### src/rtl/uart8_pkg.sv
// Shared constants, FSM state types and baud divider helper for the uart8 receiver/transmitter.

package uart8_pkg;

   localparam int OVERSAMPLE = 16;
   localparam int MID_SAMPLE = 7;

   typedef enum logic [2:0] {
      RX_IDLE,
      RX_START,
      RX_DATA,
      RX_STOP,
      RX_WAIT_HIGH
   } rx_state_t;

   typedef enum logic [1:0] {
      TX_IDLE,
      TX_START,
      TX_DATA,
      TX_STOP
   } tx_state_t;

   // Integer truncation is intended: the rx divider is allowed to run slightly fast.
   function automatic int baud_div(input int clock_rate, input int baud_rate, input int oversample);
      return clock_rate / (baud_rate * oversample);
   endfunction

endpackage

### src/rtl/uart8_baud_tick.sv
// Free-running clock divider emitting a one-clk tick every DIV clks; clear restarts the count at zero.

module uart8_baud_tick #(
   parameter int DIV = 78
) (
   input  logic clk,
   input  logic reset,
   input  logic clear,
   output logic tick
);

   localparam int CW = (DIV > 1) ? $clog2(DIV) : 1;
   localparam logic [CW-1:0] LAST = CW'(DIV - 1);

   logic [CW-1:0] count;

   always_ff @(posedge clk or negedge reset) begin
      if (!reset) begin
         count <= '0;
      end else if (clear || count == LAST) begin
         count <= '0;
      end else begin
         count <= count + 1'b1;
      end
   end

   assign tick = (count == LAST);

endmodule

### src/rtl/uart8_rxtx.sv
// 8N1 UART: 16x oversampling receiver and baud-rate transmitter with independent FSMs.
// Define RX_MAJORITY_VOTE_EN to decide each rx bit by a 2-of-3 vote over samples 6, 7 and 8.

module uart8_rxtx
   import uart8_pkg::*;
#(
   parameter int CLOCK_RATE = 12000000,
   parameter int BAUD_RATE  = 9600
) (
   input  logic       clk,
   input  logic       reset,
   input  logic       rxEn,
   input  logic       rxIn,
   output logic       rxBusy,
   output logic       rxDone,
   output logic       rxErr,
   output logic [7:0] rxOut,
   input  logic       txEn,
   input  logic       txStart,
   input  logic [7:0] txIn,
   output logic       txBusy,
   output logic       txDone,
   output logic       txOut
);

   localparam int RX_DIV = baud_div(CLOCK_RATE, BAUD_RATE, OVERSAMPLE);
   localparam int TX_DIV = baud_div(CLOCK_RATE, BAUD_RATE, 1);
   localparam logic [3:0] LAST_SAMPLE = 4'(OVERSAMPLE - 1);
`ifdef RX_MAJORITY_VOTE_EN
   localparam logic [3:0] DECIDE_SAMPLE = 4'(MID_SAMPLE + 1);
`else
   localparam logic [3:0] DECIDE_SAMPLE = 4'(MID_SAMPLE);
`endif

   rx_state_t  rx_state, rx_next;
   tx_state_t  tx_state, tx_next;
   logic [1:0] rx_sync;
   logic       line;
   logic       bit_value;
   logic       rx_tick, rx_clear;
   logic       tx_tick, tx_clear;
   logic [3:0] sample_count;
   logic [2:0] bit_index;
   logic [7:0] shadow;
   logic [7:0] rx_out_q;
   logic       rx_done_q, rx_err_q;
   logic [7:0] tx_shift;
   logic [2:0] tx_bit_index;
   logic       tx_done_q;

   uart8_baud_tick #(.DIV(RX_DIV)) u_rx_tick (
      .clk   (clk),
      .reset (reset),
      .clear (rx_clear),
      .tick  (rx_tick)
   );

   uart8_baud_tick #(.DIV(TX_DIV)) u_tx_tick (
      .clk   (clk),
      .reset (reset),
      .clear (tx_clear),
      .tick  (tx_tick)
   );

   always_ff @(posedge clk or negedge reset) begin
      if (!reset) begin
         rx_sync <= 2'b11;
      end else begin
         rx_sync <= {rx_sync[0], rxIn};
      end
   end

   assign line = rx_sync[1];

`ifdef RX_MAJORITY_VOTE_EN
   // Holds the samples from the two ticks before the decision tick.
   logic [1:0] vote_hist;

   always_ff @(posedge clk or negedge reset) begin
      if (!reset) begin
         vote_hist <= 2'b11;
      end else if (rx_tick) begin
         vote_hist <= {vote_hist[0], line};
      end
   end

   assign bit_value = (vote_hist[1] & vote_hist[0]) | (vote_hist[1] & line) | (vote_hist[0] & line);
`else
   assign bit_value = line;
`endif

   always_ff @(posedge clk or negedge reset) begin
      if (!reset) begin
         rx_state <= RX_IDLE;
      end else begin
         rx_state <= rx_next;
      end
   end

   always_comb begin
      rx_next = rx_state;
      case (rx_state)
         RX_IDLE: begin
            if (rx_tick && !line) rx_next = RX_START;
         end
         RX_START: begin
            if (rx_tick) begin
               if (sample_count == DECIDE_SAMPLE && bit_value) rx_next = RX_IDLE;
               else if (sample_count == LAST_SAMPLE) rx_next = RX_DATA;
            end
         end
         RX_DATA: begin
            if (rx_tick && sample_count == LAST_SAMPLE && bit_index == 3'd7) rx_next = RX_STOP;
         end
         RX_STOP: begin
            if (rx_tick && sample_count == DECIDE_SAMPLE) rx_next = bit_value ? RX_IDLE : RX_WAIT_HIGH;
         end
         RX_WAIT_HIGH: begin
            if (rx_tick && line) rx_next = RX_IDLE;
         end
         default: rx_next = RX_IDLE;
      endcase
      if (!rxEn) rx_next = RX_IDLE;
   end

   always_comb begin
      rxBusy = (rx_state == RX_START) || (rx_state == RX_DATA) || (rx_state == RX_STOP);
      rxDone = rx_done_q;
      rxErr  = rx_err_q;
      rxOut  = rx_out_q;
   end

   assign rx_clear = (rx_state == RX_IDLE) && (rx_next != RX_IDLE);

   // Pulses are gated by rxEn so a disable on the deciding tick drops the frame silently.
   always_ff @(posedge clk or negedge reset) begin
      if (!reset) begin
         sample_count <= '0;
         bit_index    <= '0;
         shadow       <= '0;
         rx_out_q     <= '0;
         rx_done_q    <= 1'b0;
         rx_err_q     <= 1'b0;
      end else begin
         rx_done_q <= 1'b0;
         rx_err_q  <= 1'b0;
         if (rx_state == RX_IDLE) begin
            sample_count <= '0;
            bit_index    <= '0;
         end else if (rx_tick) begin
            sample_count <= sample_count + 1'b1;
         end
         if (rx_state == RX_DATA && rx_tick && sample_count == LAST_SAMPLE) begin
            bit_index <= bit_index + 1'b1;
         end
         if (rxEn && rx_tick && sample_count == DECIDE_SAMPLE) begin
            case (rx_state)
               RX_DATA: shadow <= {bit_value, shadow[7:1]};
               RX_STOP: begin
                  if (bit_value) begin
                     rx_out_q  <= shadow;
                     rx_done_q <= 1'b1;
                  end else begin
                     rx_err_q <= 1'b1;
                  end
               end
               default: ;
            endcase
         end
      end
   end

   always_ff @(posedge clk or negedge reset) begin
      if (!reset) begin
         tx_state <= TX_IDLE;
      end else begin
         tx_state <= tx_next;
      end
   end

   always_comb begin
      tx_next = tx_state;
      case (tx_state)
         TX_IDLE:  if (txStart) tx_next = TX_START;
         TX_START: if (tx_tick) tx_next = TX_DATA;
         TX_DATA:  if (tx_tick && tx_bit_index == 3'd7) tx_next = TX_STOP;
         TX_STOP:  if (tx_tick) tx_next = TX_IDLE;
         default:  tx_next = TX_IDLE;
      endcase
      if (!txEn) tx_next = TX_IDLE;
   end

   always_comb begin
      txBusy = 1'b1;
      txOut  = 1'b1;
      case (tx_state)
         TX_IDLE:  txBusy = 1'b0;
         TX_START: txOut  = 1'b0;
         TX_DATA:  txOut  = tx_shift[0];
         TX_STOP:  txOut  = 1'b1;
         default:  txBusy = 1'b0;
      endcase
      txDone = tx_done_q;
   end

   assign tx_clear = (tx_state == TX_IDLE) && (tx_next != TX_IDLE);

   always_ff @(posedge clk or negedge reset) begin
      if (!reset) begin
         tx_shift     <= '0;
         tx_bit_index <= '0;
         tx_done_q    <= 1'b0;
      end else begin
         tx_done_q <= (tx_state == TX_STOP) && tx_tick && txEn;
         if (tx_state == TX_IDLE) begin
            tx_bit_index <= '0;
            if (txStart && txEn) tx_shift <= txIn;
         end else if (tx_state == TX_DATA && tx_tick) begin
            tx_shift     <= tx_shift >> 1;
            tx_bit_index <= tx_bit_index + 1'b1;
         end
      end
   end

endmodule

### config.mk
export PLATFORM = sky130hd
export DESIGN_NAME = uart8_rxtx
export DESIGN_NICKNAME = d
export VERILOG_FILES = /design/src/rtl/uart8_pkg.sv /design/src/rtl/uart8_baud_tick.sv /design/src/rtl/uart8_rxtx.sv
export SDC_FILE = /design/constraint.sdc
export NUM_CORES = 1
export LEC_CHECK = 0
export ABC_AREA = 1
export BUFFER_PORTS_ARGS = -buffer_cell sky130_fd_sc_hd__buf_2
export CAP_MARGIN = 5
export CELL_PAD_IN_SITES_DETAIL_PLACEMENT = 1
export CELL_PAD_IN_SITES_GLOBAL_PLACEMENT = 1
export CORE_ASPECT_RATIO = 0.75
export CORE_MARGIN = 2
export CORE_UTILIZATION = 42
export CTS_BUF_LIST = sky130_fd_sc_hd__clkbuf_4
export DETAILED_ROUTE_END_ITERATION = 8
export PLACE_DENSITY_LB_ADDON = 0.25
export SYNTH_ARGS = -nofsm -noshare
export SYNTH_HDL_FRONTEND = slang
export SYNTH_SLANG_ARGS = --single-unit
### constraint.sdc
create_clock -name clk -period 1.5 [get_ports clk]
set_clock_uncertainty 0.1 [all_clocks]
set_input_delay 0.075 -clock clk [delete_from_list [all_inputs] [get_ports clk]]
set_output_delay 0.075 -clock clk [all_outputs]
set_load 0.005 [all_outputs]
==> results by group, run 1 <==
Layout
  • Non-filler instance count after layout: 521
  • Nets: 455
  • Fillers: around 770
  • Fin util: 0.6357
  • Number of diodes: 0
  • Layout cells sized above 1: 0.4256
  • Layout area overhead: 47.62%

Power
  • Pwr Total: 0.003956 W
  • PwrDens: about 900 nW/um^2
  • P_leak: 2.131 nW
  • Max VDD drop: roughly 0.00065 V

Global route
  • First-pass GRT wire length: roughly 13000 um
  • Total congestion overflow: 0
  • Tot GR Track Use: 0.2160
  • Vias in the first global route: ~2800
  • Initial antenna violation count: 0
  • Largest net degree at the start of global routing: 63

Placement
  • IO buf count: 27
  • Dpl cells: approximately 470
  • RePlAce Congestion: 0.8707
  • Setup slack after placement: -0.1303 ns
  • Hpwl dp: 4805 um

Floorplan
  • Die Y: between 70 and 80 um
  • Area of the core: ~6800 um^2
  • Ports: 28
  • Core Rows: 26
  • Die X: between 100 and 150 um
  • Initial Utilization: 0.4307
  • Die area: roughly 7600 um^2

Route
  • Final ANT Viol Nets: 0
  • Initial DRC Count: around 150
  • Detailed Route WL: between 10000 and 15000 um
  • Drt pass-1 iters: 4
  • DRC: 0
  • Routed via count: 2703
  • WL per Instance: approximately 20 um
  • Via density: between 5 and 6

Synth
  • Syn nets: 360
  • Syn Std Cell Area: roughly 2900 um^2
  • Post-Syn Instances: about 340
  • Seq cells post-synth: 62
  • Mean area per synthesized cell: 8.647 um^2
  • Asr flop ratio synth: 1.000
  • Post-synth EDFFs: 0
  • Count of unique library cells instantiated by Yosys: 28
  • Post-synthesis sequential area ratio: 0.5333
  • Yosys warning count: 0
  • Primary FF master, synth: dfrtp_1

Clock tree
  • Clock latency on the worst-skew pair: ~0.43 ns
  • CTS Sinks: 62
  • H-Tree Depth: 3
  • Max clock buf depth: 2
  • Clock root cell: clkbuf_4
  • Clock-pin slew on the worst setup and hold paths: 0.12 ns
  • CTS Buf Count: 9
  • CTS tree: built

Status
  • Violated checks: setup timing
  • Status: finished with violations

Critical path
  • CP Data Required Time: around 1.7 ns
  • Critical Path Start Type: register
  • Crit path arrival time: 1.96 ns
  • CP dominant cell by count: nor2_4
  • Slowest CP cell: dfrtp_1
  • Worst-path cell chain: inv_2 > ha_4 > nand3_2 > nor2_4 > buf_12 > nand2_4 > nor2_4 > buf_6 > nand2_8 > nand2_2 > o21ai_2
  • CP max FO: 8
  • Endpoint class of the critical path: register
  • Largest stage delay on the critical path: a little over 0.4 ns
  • Setup CP Type: register to register

Timing
  • Fin worst setup slack: -0.2374 ns
  • Tmin final: 1.737 ns
  • Max-slew violations: 0
  • Rel. slew slack: 0.7599
  • Fin crit share: 1.158
  • Min Hold Slack: a little over 0.07 ns
  • Fin. Hold Viols: 0
  • Worst Max-Slew Pin Slew: 0.3564 ns
  • Highest clock rate: 575.6 MHz
  • Setup violators final: between 40 and 50
  • RSZ-0062 raised after global routing: true

Flow run
  • Max-Cap Viols: 0

Hold path
  • HP Class: input pin to async pin
==> flip-flops by register name (all words and copies together) (netlist names), 2 cells and up <==
| register | count |
|---|---|
| rx_sync | 2 |
| u_rx_tick.count | 7 |
| rxOut | 8 |
| tx_state | 2 |
| tx_shift | 8 |
| tx_bit_index | 3 |
| sample_count | 4 |
| shadow | 8 |
| bit_index | 3 |
| u_tx_tick.count | 11 |
| rx_state | 3 |
==> cells in the final DEF (no fill, tap or decap), types with 7 or more instances in the layout <==
cell / count
buf_2: 27
o21ai_1: 9
nand2_4: 14
nor2_4: 7
buf_6: 7
o21ai_2: 17
dfrtp_1: 59
inv_1: 39
nor2_1: 28
nand2_1: 51
o21ai_0: 11
clkbuf_4: 9
nor2_2: 8
dlygate4sd3_1: 14
nand3_1: 12
buf_4: 34
nand2_2: 15
==> routing by layer <==
layer	vias to the layer above	track usage	part of all wire
met5	-	0	0
met4	0	0.06164	0.023
met3	20	0.05688	0.026
met2	52	0.3644	0.52
met1	1374	0.2731	0.43
li1	1257	-	-
==> power breakdown <==
group | switching, W | total [W] | leakage, nW | internal, W
combinational | 0.000415 | 0.000740 | 1.23 | 0.000325
clock | 0.000706 | 0.00137 | 0.0794 | 0.000664
sequential | 0.0000734 | 0.00185 | 0.824 | 0.00177
total | 0.00119 | 0.00396 | 2.13 | 0.00276
==> through the flow <==
step	cell area, um^2	TNS [ns]
5_1_grt	4302	-10.53
6_report	4302	-6.672
4_1_cts	3861	-1.995
2_1_floorplan	2919	-0.4586
3_3_place_gp	3377	-0.2433
3_5_place_dp	3377	-2.379
==> synthesized netlist by cell type (all sizes together), types with 2 or more instances <==
library cell,count,area [um^2]
xnor2,2,17.52
nand2,81,316.5
nor2,43,178.9
o21ai,37,215.2
xor2,6,52.55
ha,9,112.6
buf,5,33.78
nand4,4,31.28
inv,46,172.7
nor3,10,50.05
a21oi,7,35.03
dfstp,2,52.55
nand3,18,95.09
nor3b,4,30.03
dfrtp,60,1501
==> critical path: cells and delay by family, from the launching register on <==
family / cells / cell delay [ns]
compound gates: 1 / 0.06
flops: 1 / 0.41
simple gates: 6 / 0.61
fa+ha+maj: 1 / 0.13
buf+inv: 3 / 0.32
==> what timing repair did <==
| action | in CTS | in global routing |
|---|---|---|
| endpoints found under the setup margin | 52 | 61 |
| hold buffers | 14 | 0 |
| resized for setup | 36 | 89 |
| gates cloned | 1 | 2 |
| buffers inserted | 9 | 9 |
| endpoints found under the hold margin | 77 | 0 |
| pin swaps | 15 | 22 |
==> layout make-up <==
cell class              instances  area [um^2]  share of cell area
flip-flops and latches         62         1555              0.3615
inverters                      46        175.2             0.04072
well taps                      84        105.1             0.02443
repair buffers                 89        754.5              0.1754
multi-input cells             224         1555              0.3615
clock buffers                   9        67.56             0.01571
clock inverters                 7        88.84             0.02065
==> final timing paths <==
kind,from,to,slack [ns],cells past startpoint
max in group asynchronous,reset,tx_state[0],0.90,3
min in group clk,rxIn,rx_sync[0],0.18,2
worst min register to register,rx_sync[0],rx_sync[1],0.28,0
worst max register to register,u_rx_tick.count[1],shadow[0],-0.24,11
worst min-delay path,reset,bit_index[2],0.07,3
worst max-delay path,u_rx_tick.count[1],shadow[0],-0.24,11
==> cell families after synthesis <==
group	share of synthesized area
and+or+nand+nor	0.2435
DFF	0.5333
buffers and inverters	0.07213
AOI/OAI and AO/OA	0.08845
adders and majority gates	0.03864
xor gates and xnor gates	0.02405
Power figures use the tool's default switching activity.
==> run 2, diff against run 1 <==
--- a/config.mk
+++ b/config.mk
@@ -12,8 +12,9 @@
 export CELL_PAD_IN_SITES_GLOBAL_PLACEMENT = 1
 export CORE_ASPECT_RATIO = 0.75
 export CORE_MARGIN = 2
-export CORE_UTILIZATION = 42
+export CORE_UTILIZATION = 50
 export CTS_BUF_LIST = sky130_fd_sc_hd__clkbuf_4
+export CTS_CLUSTER_SIZE = 20
 export DETAILED_ROUTE_END_ITERATION = 8
 export PLACE_DENSITY_LB_ADDON = 0.25
 export SYNTH_ARGS = -nofsm -noshare
==> constraint.sdc (replaced) <==
create_clock -name clk -period 2 [get_ports clk]
set_clock_uncertainty 0.1 [all_clocks]
set_input_delay 0.1 -clock clk [delete_from_list [all_inputs] [get_ports clk]]
set_output_delay 0.1 -clock clk [all_outputs]
set_load 0.005 [all_outputs]
==> run 2 against run 1 <==
The run now ends clean. Combinational power shrank 62%. Critical path depth is 3 lower. Flip-flop and latch count unchanged. Cell count shrank 9.8%. Utilization is 3.3 points lower.
==> results by group, run 2 (same netlist as run 1, synthesis figures left out) <==
Status
  • Status: finished clean

Global route
  • Vias in the first global route: about 2700
  • GRT met3 Usage: 0.07120
  • Met2 GRT Util: 0.4518
  • Initial antenna violation count: 0
  • Total congestion overflow: 0
  • Most Crowded Layer GR: met2
  • Met1 Resource Use GR: 0.3098
  • First-pass GRT wire length: between 10000 and 15000 um
  • Largest net degree at the start of global routing: 28
  • Tot GR Track Use: 0.2634

Layout
  • Non-filler instance count after layout: 470
  • Leading cell type in the layout, fill and taps excluded: nand2_1
  • Max reg flops: 11
  • Biggest register: u_tx_tick.count
  • Fillers: between 600 and 700
  • Fin util: 0.6026
  • Final Instance Area: 3438 um^2
  • Number of diodes: 0
  • Layout area overhead: 17.99%
  • Multi-input gate area: 1155 um^2
  • Nets: a little over 400
  • FF+latch area: 1554 um^2
  • Layout cells sized above 1: 0.1709
  • Most frequent cells in the layout: nand2_1 (77), dfrtp_1 (60), inv_1 (46)

Route
  • WL per Instance: roughly 16 um
  • Drt pass-1 iters: 4
  • Via density: about 5.3
  • Final ANT Viol Nets: 0
  • Detailed Route WL: ~7600 um
  • DRC: 0
  • Initial DRC Count: about 140
  • Routed via count: ~2500

Power
  • Max VDD drop: 0.0005274 V
  • P_leak: around 1.8 nW
  • PwrDens: 773.4 nW/um^2

Floorplan
  • Die Y: 70.12 um
  • Ports: 28
  • Initial Utilization: 0.5107
  • Area of the core: between 5000 and 6000 um^2
  • Core Rows: 24
  • Die X: between 90 and 100 um
  • Die area: between 6000 and 7000 um^2

Timing
  • Highest clock rate: roughly 530 MHz
  • Setup violators final: 0
  • Max-slew violations: 0
  • RSZ-0062 raised after global routing: false
  • Worst Max-Slew Pin Slew: about 0.63 ns
  • Min Hold Slack: roughly 0.13 ns
  • Fin crit share: 0.9426
  • Fin. Hold Viols: 0
  • Rel. slew slack: 0.5817
  • Setup TNS: 0 ns
  • Tmin final: between 1.5 and 2 ns

Clock tree
  • H-Tree Depth: 3
  • Clock root cell: clkbuf_4
  • CTS Buf Count: 9
  • Clock-pin slew on the worst setup and hold paths: around 0.11 ns
  • CTS tree: built
  • CTS Sinks: 62
  • Clock latency on the worst-skew pair: around 0.42 ns
  • Max clock buf depth: 2

Flow run
  • Max-Cap Viols: 0

Critical path
  • CP Data Required Time: roughly 2.2 ns
  • Critical Path Start Type: register
  • CP max FO: 16
  • Endpoint class of the critical path: register
  • Crit path arrival time: roughly 2.1 ns
  • Setup CP Type: register to register

Placement
  • Dpl cells: 441
  • Hpwl dp: approximately 5000 um
  • IO buf count: 27
  • RePlAce Congestion: 0.7902
  • Dpl cell area: around 3100 um^2

Hold path
  • HP Class: input pin to async pin
## run 2: cell type report
| cell class | count | area share |
|---|---|---|
| Clock buffer | 11 | 0.02402 |
| Clock inverter | 5 | 0.02147 |
| Inverter | 46 | 0.05022 |
| Multi-Input combinational cell | 223 | 0.3359 |
| Sequential cell | 62 | 0.4520 |
| Tap cell | 78 | 0.02838 |
| Timing Repair Buffer | 45 | 0.08806 |
## run 2: final timing paths
path                                  from               to  slack, ns  cells after the start
setup / recovery           sample_count[0]        shadow[3]       0.11                      8
hold / removal                       reset     bit_index[0]       0.13                      2
setup reg to reg           sample_count[0]        shadow[3]       0.11                      8
hold reg to reg                 rx_sync[0]       rx_sync[1]       0.26                      0
max in group asynchronous            reset  sample_count[1]       0.94                      3
min in group clk                   txStart      tx_shift[7]       0.19                      4
## run 2: through the flow
step	setup slack, ns	power, W
floorplan	0.3752	0.001551
global placement	0.2666	0.001633
detailed placement	0.1415	0.001657
CTS	0.05451	0.002663
global route	0.004390	0.002785
finish	0.1147	0.002659
## run 2: worst max-delay path, stage by stage, from the launching register on
cell	delay (ns)
dfrtp_1	0.39
ha_1	0.19
nand2_1	0.14
nor2_2	0.22
nand2_4	0.10
nor2_4	0.12
nand2_2	0.25
nand2_1	0.20
o21ai_2	0.07
## run 2: what timing repair did
item	CTS	global route
hold buffers	13	0
gates resized for setup	0	2
hold endpoints to repair	40	0
endpoints found under the setup margin	0	19
buffers inserted	0	0
## run 2: routing by layer
layer	part of all wire	up-vias
met4	0.033	0
met1	0.43	1239
met2	0.50	54
met5	0	-
li1	-	1171
met3	0.034	23
## run 2: report_power, final
part | switching (W) | internal, W | leakage (nW)
registers | 0.0000569 | 0.00133 | 0.826
clock network | 0.000465 | 0.000528 | 0.0883
logic | 0.000176 | 0.000104 | 0.847
total | 0.000697 | 0.00196 | 1.76
==> run 3, diff against run 2 <==
--- a/config.mk
+++ b/config.mk
@@ -17,6 +17,7 @@
 export CTS_CLUSTER_SIZE = 20
 export DETAILED_ROUTE_END_ITERATION = 8
 export PLACE_DENSITY_LB_ADDON = 0.25
+export REMOVE_ABC_BUFFERS = 1
 export SYNTH_ARGS = -nofsm -noshare
 export SYNTH_HDL_FRONTEND = slang
 export SYNTH_SLANG_ARGS = --single-unit
==> run 3 against run 2 <==
Die area unchanged. Via count shrank 6.1%. Sequential share of layout area decreased by 0.36 points. Critical path type unchanged. Power is 4.9% higher. Non-clock buffer count down 2. Hold slack got worse by 0.052 ns. Final area is 0.80% higher. Critical path depth is the same. Combinational power about the same. Largest power group unchanged.
==> results by group, run 3 (same netlist as run 1, synthesis figures left out) <==
Layout
  • Nets: 408
  • Layout area overhead: 18.94%
  • Number of diodes: 0
  • Layout cells sized above 1: 0.1667
  • Final Instance Area: between 3000 and 4000 um^2
  • Fillers: roughly 700
  • Most frequent cells in the layout: nand2_1 (78), dfrtp_1 (60), inv_1 (46)
  • Biggest register: u_tx_tick.count
  • Max reg flops: 11
  • Leading cell type in the layout, fill and taps excluded: nand2_1

Global route
  • First-pass GRT wire length: roughly 12000 um
  • Tot GR Track Use: 0.2423
  • Initial antenna violation count: 0
  • Total congestion overflow: 0
  • Largest net degree at the start of global routing: between 40 and 50
  • Vias in the first global route: between 2000 and 3000

Route
  • WL met1: ~3300 um
  • Routed wl met3: 194 um
  • Detailed Route WL: ~7000 um
  • Routed via count: between 2000 and 2500
  • Routed wl met2: between 3000 and 4000 um
  • Final ANT Viol Nets: 0
  • Initial DRC Count: 99
  • Highest metal layer with signal wires: met4
  • Via density: ~5
  • Drt pass-1 iters: 4
  • DRC: 0
  • WL per Instance: approximately 15 um

Timing
  • Fin crit share: 0.9019
  • Max-slew violations: 0
  • Fin. Hold Viols: 0
  • Setup violators final: 0
  • Min Hold Slack: a little over 0.08 ns
  • Worst Max-Slew Pin Slew: ~0.5 ns
  • Highest clock rate: approximately 550 MHz
  • Rel. slew slack: 0.6567
  • Tmin final: about 1.8 ns

Critical path
  • Largest stage delay on the critical path: 0.39 ns
  • CP max FO: 16
  • Endpoint class of the critical path: register
  • Reg-to-reg slack, setup: 0.20 ns
  • Critical Path Start Type: register
  • Slowest CP cell: dfrtp_1
  • Worst R2R End: shadow[7]
  • Reg2reg path depth: 8
  • Worst reg2reg path startpoint: sample_count[1]
  • Setup CP Type: register to register
  • CP dominant cell by count: nand2_1
  • Worst-path cell chain: ha_1 > nand2_1 > nor2_2 > nand2_4 > nor2_4 > nand2_2 > nand2_1 > o21ai_2
  • Crit path arrival time: approximately 2 ns
  • CP Data Required Time: 2.19 ns

Placement
  • RePlAce Congestion: between 0.8 and 0.9
  • Hpwl dp: approximately 4700 um
  • IO buf count: 27
  • Dpl cell area: 3144 um^2

Clock tree
  • H-Tree Depth: 3
  • CTS Buf Count: 9
  • CTS tree: built
  • Max clock buf depth: 2
  • # Post-CTS Setup Buffers: 0
  • Clock-pin slew on the worst setup and hold paths: roughly 0.11 ns
  • Clock latency on the worst-skew pair: slightly above 0.4 ns
  • Clock root cell: clkbuf_4
  • CTS Sinks: 62

Floorplan
  • Die area: between 6000 and 7000 um^2
  • Area of the core: around 5700 um^2
  • Ports: 28
  • Die Y: approximately 70 um
  • Die X: ~92 um
  • Core Rows: 24
  • Initial Utilization: 0.5107

Status
  • Status: finished clean

Flow run
  • Max-Cap Viols: 0

Power
  • Max VDD drop: about 0.00045 V
  • P_leak: between 1.5 and 2 nW
  • PwrDens: just over 800 nW/um^2

Hold path
  • HP Class: input pin to async pin
[run 3: cell count changes in the layout (fill, tap and decap cells not counted), sizes merged]
cell / before / now
clkbuf: 11 / 12
clkinv: 3 / 1
buf: 32 / 30
bufinv: 2 / 3
[run 3: layout make-up]
cell class | instances | area (um^2) | share of cell area
inverters | 46 | 172.7 | 0.04982
clock buffers | 12 | 90.09 | 0.02599
repair buffers | 43 | 304.0 | 0.08773
clock inverters | 4 | 95.09 | 0.02744
multi-input cells | 223 | 1152 | 0.3325
well taps | 78 | 97.59 | 0.02816
flip-flops and latches | 62 | 1554 | 0.4484
[run 3: layer usage]
layer	vias up	GRT usage
met5	-	0
met3	10	0.06796
met2	29	0.3938
met1	1132	0.3185
li1	1164	-
met4	0	0.07463
[run 3: worst max-delay path by stage]
stage / start / to / cells after the start
final: sample_count[1] / shadow[7] / 8
after global routing: sample_count[0] / shadow[7] / 8
after CTS: sample_count[0] / shadow[7] / 8
after detailed placement: sample_count[0] / shadow[4] / 8
after global placement: u_rx_tick.count[1] / bit_index[0] / 10
after floorplan: u_rx_tick.count[1] / shadow[0] / 9
[run 3: report_power, final]
part | switching, W | internal [W]
clock network | 0.000452 | 0.000675
logic | 0.000172 | 0.000107
registers | 0.0000554 | 0.00133
total | 0.000679 | 0.00211
[run 3: worst max-delay path: cells and delay by family, from the launching register on]
kind	cells	cell delay [ns]
AND/OR/NAND/NOR	6	0.95
flip-flops	1	0.39
adder cells (fa/ha/maj)	1	0.19
AO/OA/AOI/OAI	1	0.06
[run 3: per-stage QoR]
stage	std cells	setup slack [ns]	total power, W	utilization	TNS, ns
finish	468	0.1963	0.002790	0.6075	0
global route	468	-0.008521	0.002932	0.6075	-0.008521
CTS	468	0.08223	0.002821	0.6064	0
detailed placement	439	0.1465	0.001665	0.5511	0
global placement	439	0.2397	0.001642	0.5511	0
floorplan	331	0.2439	0.001547	-	0
[run 3: timing repair]
item	in CTS	in global routing
endpoints found under the hold margin	75	0
gates resized for setup	0	2
endpoints found under the setup margin	0	10
hold buffers	13	0
